`config.mk`:
```
export PLATFORM = sky130hd
export DESIGN_NAME = pc_redirect_unit
export DESIGN_NICKNAME = d
export VERILOG_FILES = /design/src/rtl/riscv_pkg.sv /design/src/rtl/pc_redirect_unit_flush_timer.sv /design/src/rtl/pc_redirect_unit.sv
export SDC_FILE = /design/constraint.sdc
export NUM_CORES = 1
export LEC_CHECK = 0
export ABC_AREA = 1
export CAP_MARGIN = 5
export CORE_MARGIN = 1.5
export CORE_UTILIZATION = 46
export CTS_BUF_LIST = sky130_fd_sc_hd__clkbuf_8
export CTS_CLUSTER_DIAMETER = 60
export DETAILED_ROUTE_END_ITERATION = 12
export GPL_TIMING_DRIVEN = 0
export HOLD_SLACK_MARGIN = 0.12
export PLACE_DENSITY = 0.8
export SLEW_MARGIN = 10
export SYNTH_ARGS = -nofsm -noshare
export SYNTH_HDL_FRONTEND = slang
export SYNTH_HIERARCHICAL = 1
export SYNTH_SLANG_ARGS = --single-unit
```
`constraint.sdc`:
```
create_clock -name clk_i -period 2 [get_ports clk_i]
set_clock_uncertainty 0.15 [all_clocks]
set_input_delay 0.5 -clock clk_i [delete_from_list [all_inputs] [get_ports clk_i]]
set_output_delay 0.5 -clock clk_i [all_outputs]
set_load 0.02 [all_outputs]
```
`src/rtl/riscv_pkg.sv`:
```
// Shared core definitions used by the fetch, hazard and PC redirect logic.
package riscv_pkg;

    localparam int unsigned XLEN = 32;
    localparam logic [XLEN-1:0] RESET_PC = 32'h0000_0000;

    // RUN: normal sequencing. PEND: a taken target waits for a fetch handshake.
    typedef enum logic {
        RUN  = 1'b0,
        PEND = 1'b1
    } pc_state_t;

endpackage

```
`src/rtl/pc_redirect_unit_flush_timer.sv`:
```
// Down-counter that keeps the pipeline flush asserted for a fixed number of
// cycles after each accepted taken branch.
module flush_timer #(
    parameter int unsigned FLUSH_CYCLES = 2
) (
    input  logic clk_i,
    input  logic rst_ni,
    input  logic load_i,
    output logic busy_o
);

    localparam int unsigned CW = $clog2(FLUSH_CYCLES + 1);

    logic [CW-1:0] count_q;

    // Load on an accepted branch, otherwise count down to zero and stop.
    always_ff @(posedge clk_i or negedge rst_ni) begin
        if (!rst_ni) begin
            count_q <= '0;
        end else if (load_i) begin
            count_q <= CW'(FLUSH_CYCLES);
        end else if (count_q != '0) begin
            count_q <= count_q - CW'(1);
        end
    end

    assign busy_o = (count_q != '0);

endmodule

```
`src/rtl/pc_redirect_unit.sv`:
```
// Program counter owner: sequential fetch, branch redirects (immediate or
// deferred until the fetch handshake), and IF/ID + ID/EX flush generation.
//
// Handshake: a fetch request is transferred on a rising edge where
// fetch_valid_o && fetch_ready_i. While valid is high and ready is low the
// request (pc_o) is held stable; valid never drops once raised until reset.
module pc_redirect_unit
    import riscv_pkg::*;
#(
    parameter int unsigned     XLEN         = riscv_pkg::XLEN,
    parameter logic [XLEN-1:0] RESET_PC     = riscv_pkg::RESET_PC,
    parameter int unsigned     FLUSH_CYCLES = 2
) (
    input  logic            clk_i,
    input  logic            rst_ni,
    input  logic            branch_taken_i,
    input  logic [XLEN-1:0] branch_target_i,
    input  logic            stall_i,
    input  logic            fetch_ready_i,
    output logic            fetch_valid_o,
    output logic [XLEN-1:0] pc_o,
    output logic [XLEN-1:0] pc_plus4_o,
    output logic            flush_o,
    output logic            redirect_pending_o,
    output logic            misalign_o,
    output logic            state_o
);

    pc_state_t       state_q, state_d;
    logic [XLEN-1:0] pc_q, pc_d;
    logic [XLEN-1:0] target_q, target_d;
    logic            fetch_valid_q;
    logic            misalign_q, misalign_d;
    logic            fire;
    logic            branch_accept;
    logic [XLEN-1:0] target_aligned;

    assign fire           = fetch_valid_q & fetch_ready_i;
    // While flushing or pending, EX holds a bubble, so its branch decision is stale.
    assign branch_accept  = branch_taken_i & ~flush_o & (state_q == RUN);
    assign target_aligned = {branch_target_i[XLEN-1:2], 2'b00};

    // Next-state, next-PC and pending-target selection: redirect > stall > increment.
    always_comb begin
        state_d    = state_q;
        pc_d       = pc_q;
        target_d   = target_q;
        misalign_d = branch_accept & (branch_target_i[1:0] != 2'b00);
        case (state_q)
            RUN: begin
                if (branch_accept) begin
                    if (fire || !fetch_valid_q) begin
                        pc_d = target_aligned;
                    end else begin
                        target_d = target_aligned;
                        state_d  = PEND;
                    end
                end else if (fire && !stall_i) begin
                    pc_d = pc_q + XLEN'(4);
                end
            end
            PEND: begin
                if (fire) begin
                    pc_d    = target_q;
                    state_d = RUN;
                end
            end
            default: begin
                state_d = RUN;
            end
        endcase
    end

    // PC, pending target, FSM state and one-shot misalign flag.
    always_ff @(posedge clk_i or negedge rst_ni) begin
        if (!rst_ni) begin
            state_q       <= RUN;
            pc_q          <= RESET_PC;
            target_q      <= '0;
            fetch_valid_q <= 1'b0;
            misalign_q    <= 1'b0;
        end else begin
            state_q       <= state_d;
            pc_q          <= pc_d;
            target_q      <= target_d;
            fetch_valid_q <= 1'b1;
            misalign_q    <= misalign_d;
        end
    end

    flush_timer #(
        .FLUSH_CYCLES(FLUSH_CYCLES)
    ) u_flush_timer (
        .clk_i (clk_i),
        .rst_ni(rst_ni),
        .load_i(branch_accept),
        .busy_o(flush_o)
    );

    assign fetch_valid_o      = fetch_valid_q;
    assign pc_o               = pc_q;
    assign pc_plus4_o         = pc_q + XLEN'(4);
    assign redirect_pending_o = (state_q == PEND);
    assign misalign_o         = misalign_q;
    assign state_o            = state_q;

endmodule
```
Word level (Yosys, flattened, before mapping)

Index checks and enable logic that the tools add are counted.

Add/subtract/negate cells: 2
Eq/ne operators: 3
Muxes and demuxes: 11
Bitwise operators: 7
Reduce and logical (&&, ||, !) cells: 9

Operators with widths:

| cell                                                                    | count |
|---|---|
| 32-bit two-way mux                                                      | 4 |
| 32-bit case mux with 2 select lines                                     | 1 |
| 32-bit by 3-bit adder with 32-bit output, second input constant         | 1 |
| 3-bit by 2-bit inequality test with 1-bit output, second input constant | 2 |
| 3-bit AND reduction                                                     | 2 |
| 2-bit nonzero test                                                      | 3 |
| 1-bit bitwise AND                                                       | 4 |
| 2-bit two-way mux                                                       | 2 |
| 1-bit two-way mux                                                       | 3 |
| 1-bit NOT                                                               | 3 |
| 1-bit logical NOT                                                       | 2 |
| 2-bit by 1-bit inequality test with 1-bit output, second input constant | 1 |
| 1-bit case mux with 2 select lines                                      | 1 |
| 2-bit by 1-bit subtractor with 2-bit output, second input constant      | 1 |
| 1-bit logical AND                                                       | 1 |
| 1-bit logical OR                                                        | 1 |

Register bits: 67
Input port bits: 37
Output and inout port bits: 69
Word-level logic and storage cells: 38

Logic depth before layout (Yosys ltp)

Word-level depth: 6
Gate-level depth with buffers: 11
Depth with buffers taken out: 10

By module

Netlist, hierarchy kept.

Modules (own cells, without submodules):

| module           | instances | cells each | area each (um^2) | seq. area each (um^2) |
|---|---|---|---|---|
| pc_redirect_unit | 1         | 553        | 3,844.9          | 1,576.5 |
| flush_timer      | 1         | 14         | 122.6            | 50.0 |

Worst setup path after synthesis

OpenSTA, ideal clock, no wires.

Path type: reg-to-output
From: reg pc_q[3], in the netlist pc_o[3]
To: out pc_plus4_o[16]
Arrival time: 1,661 ps
Data required time: 1,350 ps
Path slack: -311 ps
Cell stages (with the launch flop): 6
Buffers on the path: 0
Cells stage by stage: dfrtp_1 -> ha_1 -> nand3_1 -> nor2_1 -> nand3_1 -> xor2_1

Word-level cells in the longest chain between the ends: 1

Ends and longest elaborated chain:

| what                                     | line                    | source |
|---|---|---|
| start: declaration                       | pc_redirect_unit.sv:30  | `logic [XLEN-1:0] pc_q, pc_d;` |
| start signal: assignment                 | pc_redirect_unit.sv:84  | `pc_q <= pc_d;` |
| 32-bit by 3-bit adder with 32-bit output | pc_redirect_unit.sv:102 | `assign pc_plus4_o = pc_q + XLEN'(4);` |
| end: declaration                         | pc_redirect_unit.sv:22  | `output logic [XLEN-1:0] pc_plus4_o,` |

Every way passes these cells.

Worst setup path after layout

From: reg pc_q[2], in the netlist pc_o[2]
To: out pc_plus4_o[25]

Same word-level chain as after synthesis.

==> results.yml <==
sta:
  worst_pin_slew_ps: 540
  slew_viol_final: 0
  fmax_mhz: 388
  setup_viol: 38
  grt_setup_unrepaired: "true"
  fin_crit_ps: 2580
  period_share_pct: 129
  finalWorstSetupSlack_ps: -576
  hold_viol_final: 0
  setup_tns_ps: -12780
  hold_ws_ps: 343
  relSlewSlack_pct: 64.0
clock_network:
  clk-insertion-delay-late_ps: 380
  cts_buffers: 9
  ctsHtreeMaxLevel: 3
  cts_tree: "yes"
  clkSlewWorstSetupHoldPaths_ps: 100
  clock-sinks: 65
  clk_path_buf_depth: 2
  root_buffer: "clkbuf_8"
cells_and_area:
  layout-drive-gt1-share_pct: 41.2
  area_delta_synth_final_pct: 72.5
  diodes: 0
  nNetsFinal: 811
floorplan:
  die_w_um: 95.9
  die_h_um: 95.9
  core-area_um2: 8300
  ioPinCount: 106
  rows: 33
  die_area_um2: 9190
  start_util_pct: 47.8
routing:
  dr.first_iter.drc_count: 477
  dr.pass1.iters: 6
  drcViolationCount: 0
  vias: 5118
  wl_per_cell_um: 19.7
  via_per_inst: 5.80
  ant_nets: 0
  wirelength_um: 17400
synthesis:
  synth_top_family_by_area: "simple AND/OR/NAND/NOR gates"
  synth.distinct_cells: 32
  synth_commonest_cells: "nand2_1, nor2_1, dfrtp_1, inv_1, o21ai_0"
  synth_xor_area_share_pct: 3.31
  yosys.area.top_type: "dfrtp_1"
  synthFlopType: "dfrtp_1"
  synth_compound_area_share_pct: 12.7
  synth-edff-count: 0
  synth-simple-area-share_pct: 30.4
  synth_fa_ha_area_share_pct: 0.631
  yosysWarnings: 6
  ys_ff_latch: 65
  synth_mux_area_share_pct: 1.99
  mappedNetlistArea_um2: 3970
  yosysMostFrequentCell: "nand2_1"
  synthCells: 567
  seq_area_frac_synth_pct: 41.0
  async_flop_share_pct: 100
  yosys-top-cells-area: "dfrtp_1, nand2_1, nor2_1, o21ai_0, inv_1"
  synth_top_area_share_pct: 41.0
  avgSynthCellArea_um2: 7.00
critical_path:
  path_cells: "buf_4 -> nand3_1 -> nor2_2 -> nand3_1 -> nand2_1 -> buf_4"
  crit_start: "pc_o[2]$_DFFE_PN0P_"
  r2r_setup_slack_ps: -70
  worstSetupPathType: "flip-flop to primary output"
  worst-path-max-fanout: 3
  cp-end-kind: "primary output"
  start_kind: "flip-flop"
  r2r-start: "u_flush_timer/count_q[0]$_DFFE_PN0P_"
  cp_slowest_stage_delay_ps: 440
  cp_slowest_cell: "dfrtp_2"
  crit_required_ps: 1350
  worstPathArrival_ps: 1930
hold_path:
  hold_class: "flip-flop to flip-flop"
  min_from: "target_q[16]$_DFFE_PN0P_"
global_routing:
  grt_first_pass_wirelength_um: 21800
  antenna_found_initial: 0
  first_global_vias: 4383
  gr-total-overflow: 0
  grt.total_usage_pct: 31.8
  grt_max_degree: 51
place:
  dp_hpwl_um: 9490
  numPortBuffers: 101
  routabilityCongestion: 0.985
  dp_slack_ps: -714
pwr:
  irDropWorstVdd_v: 0.000857
  power_leakage_nw: 3.37
  power_density_nw_per_um2: 1640
status:
  violations: "negative setup slack"
  status: "complete, but fails checks"
run:
  maxCapViolations: 0
[layout by cell type, fill, tap and decap left out, types with 2 or more instances in the layout]
cell type / netlist / final
clkinv_4: 0 / 3
clkbuf_1: 11 / 8
a2bb2oi_1: 3 / 3
inv_1: 64 / 57
buf_2: 2 / 5
a21oi_1: 4 / 4
bufinv_16: 0 / 2
clkdlybuf4s50_1: 0 / 35
nor2_2: 0 / 14
dlygate4sd2_1: 0 / 31
a21boi_2: 0 / 5
clkbuf_2: 0 / 4
nor2_1: 68 / 30
nand2_1: 197 / 144
dlymetal6s2s_1: 0 / 2
ha_4: 0 / 2
conb_1: 2 / 5
nand3_2: 2 / 6
dfrtp_1: 65 / 45
a22oi_1: 5 / 4
mux2_2: 7 / 7
o21ai_0: 50 / 43
inv_8: 0 / 2
inv_6: 0 / 2
nand2_2: 2 / 47
o21ai_2: 0 / 2
inv_2: 5 / 7
dfrtp_2: 0 / 20
buf_4: 9 / 77
o21ai_1: 5 / 9
a21boi_1: 16 / 11
nor2_4: 0 / 24
xor2_2: 0 / 7
buf_6: 1 / 45
clkbuf_8: 0 / 9
nand3_1: 23 / 18
xnor2_2: 0 / 2
nand3_4: 1 / 3
nand2_4: 1 / 8
xor2_4: 0 / 5
[worst paths after layout]
check | to | depth (start not counted)
worst max-delay path | pc_plus4_o[25] | 6
worst min-delay path | target_q[16]$_DFFE_PN0P_ | 2
worst max register to register | pc_o[3]$_DFFE_PN0P_ | 10
worst min register to register | target_q[16]$_DFFE_PN0P_ | 2
max in group asynchronous | pc_o[19]$_DFFE_PN0P_ | 3
min in group asynchronous | fetch_valid_o$_DFF_PN0_ | 2
[per-layer routing]
metal	vias to the layer above	part of all wire (%)	routed length [um]	track usage [%]
li1	2168	-	-	-
met1	2433	36	6180	39.8
met2	378	48	8400	54.6
met3	139	8.9	1560	4.27
met4	0	7.2	1260	13.8
met5	-	0	0	0
[through the flow]
stage / power (mW) / area (um2) / util [%] / cells
2_1_floorplan: 5.51 / 4120 / - / 570
3_3_place_gp: 7.47 / 5260 / 63.4 / 776
3_5_place_dp: 7.63 / 5290 / 63.7 / 777
4_1_cts: 9.88 / 6250 / 75.3 / 848
5_1_grt: 11.7 / 6840 / 82.5 / 882
6_report: 11.2 / 6840 / 82.5 / 882
[where the power goes]
part           switching, mW  internal (mW)
clock                  0.633          0.715
combinational           4.18           3.07
sequential             0.662           1.97
[worst max-delay path, delay by kind of cell, from the launching register on]
family	cells	cell delay [ps]
simple gates	4	810
flops	1	440
buf+inv	2	300
[state kept, by name, indices dropped and copies added (netlist names)]
register / count
u_flush_timer/count_q: 2
redirect_pending_o: 1
target_q: 30
misalign_o: 1
pc_o: 30
fetch_valid_o: 1
[logic make-up (layout without fill, tap and decap cells)]
logic type,Yosys count,count (layout)
multiplexers,7,7
AO/OA/AOI/OAI,86,86
XOR/XNOR,15,15
buffers and inverters,92,298
AND/OR/NAND/NOR,298,299
adder cells (fa/ha/maj),2,2
other,2,5
flip-flops,65,65
[final cells by class]
type                            count  area [um2]
Fill cell                         470        1460
Sequential cell                    65        1650
Clock buffer                        9         124
Buffer                             23         153
Inverter                           69         284
Multi-Input combinational cell    414        2650
Tap cell                          105         131
Timing Repair Buffer              190        1750
Clock inverter                      7         101
[timing repair]
action / CTS / global route
endpoints found under the setup margin: 119 / 72
endpoints found under the hold margin: 15 / 0
hold buffers: 1 / 0
cloned: 1 / 2
resized for setup: 301 / 112
setup buffers: 53 / 35
pin swaps: 46 / 42
No activity file was read; power rests on OpenSTA's default activity.
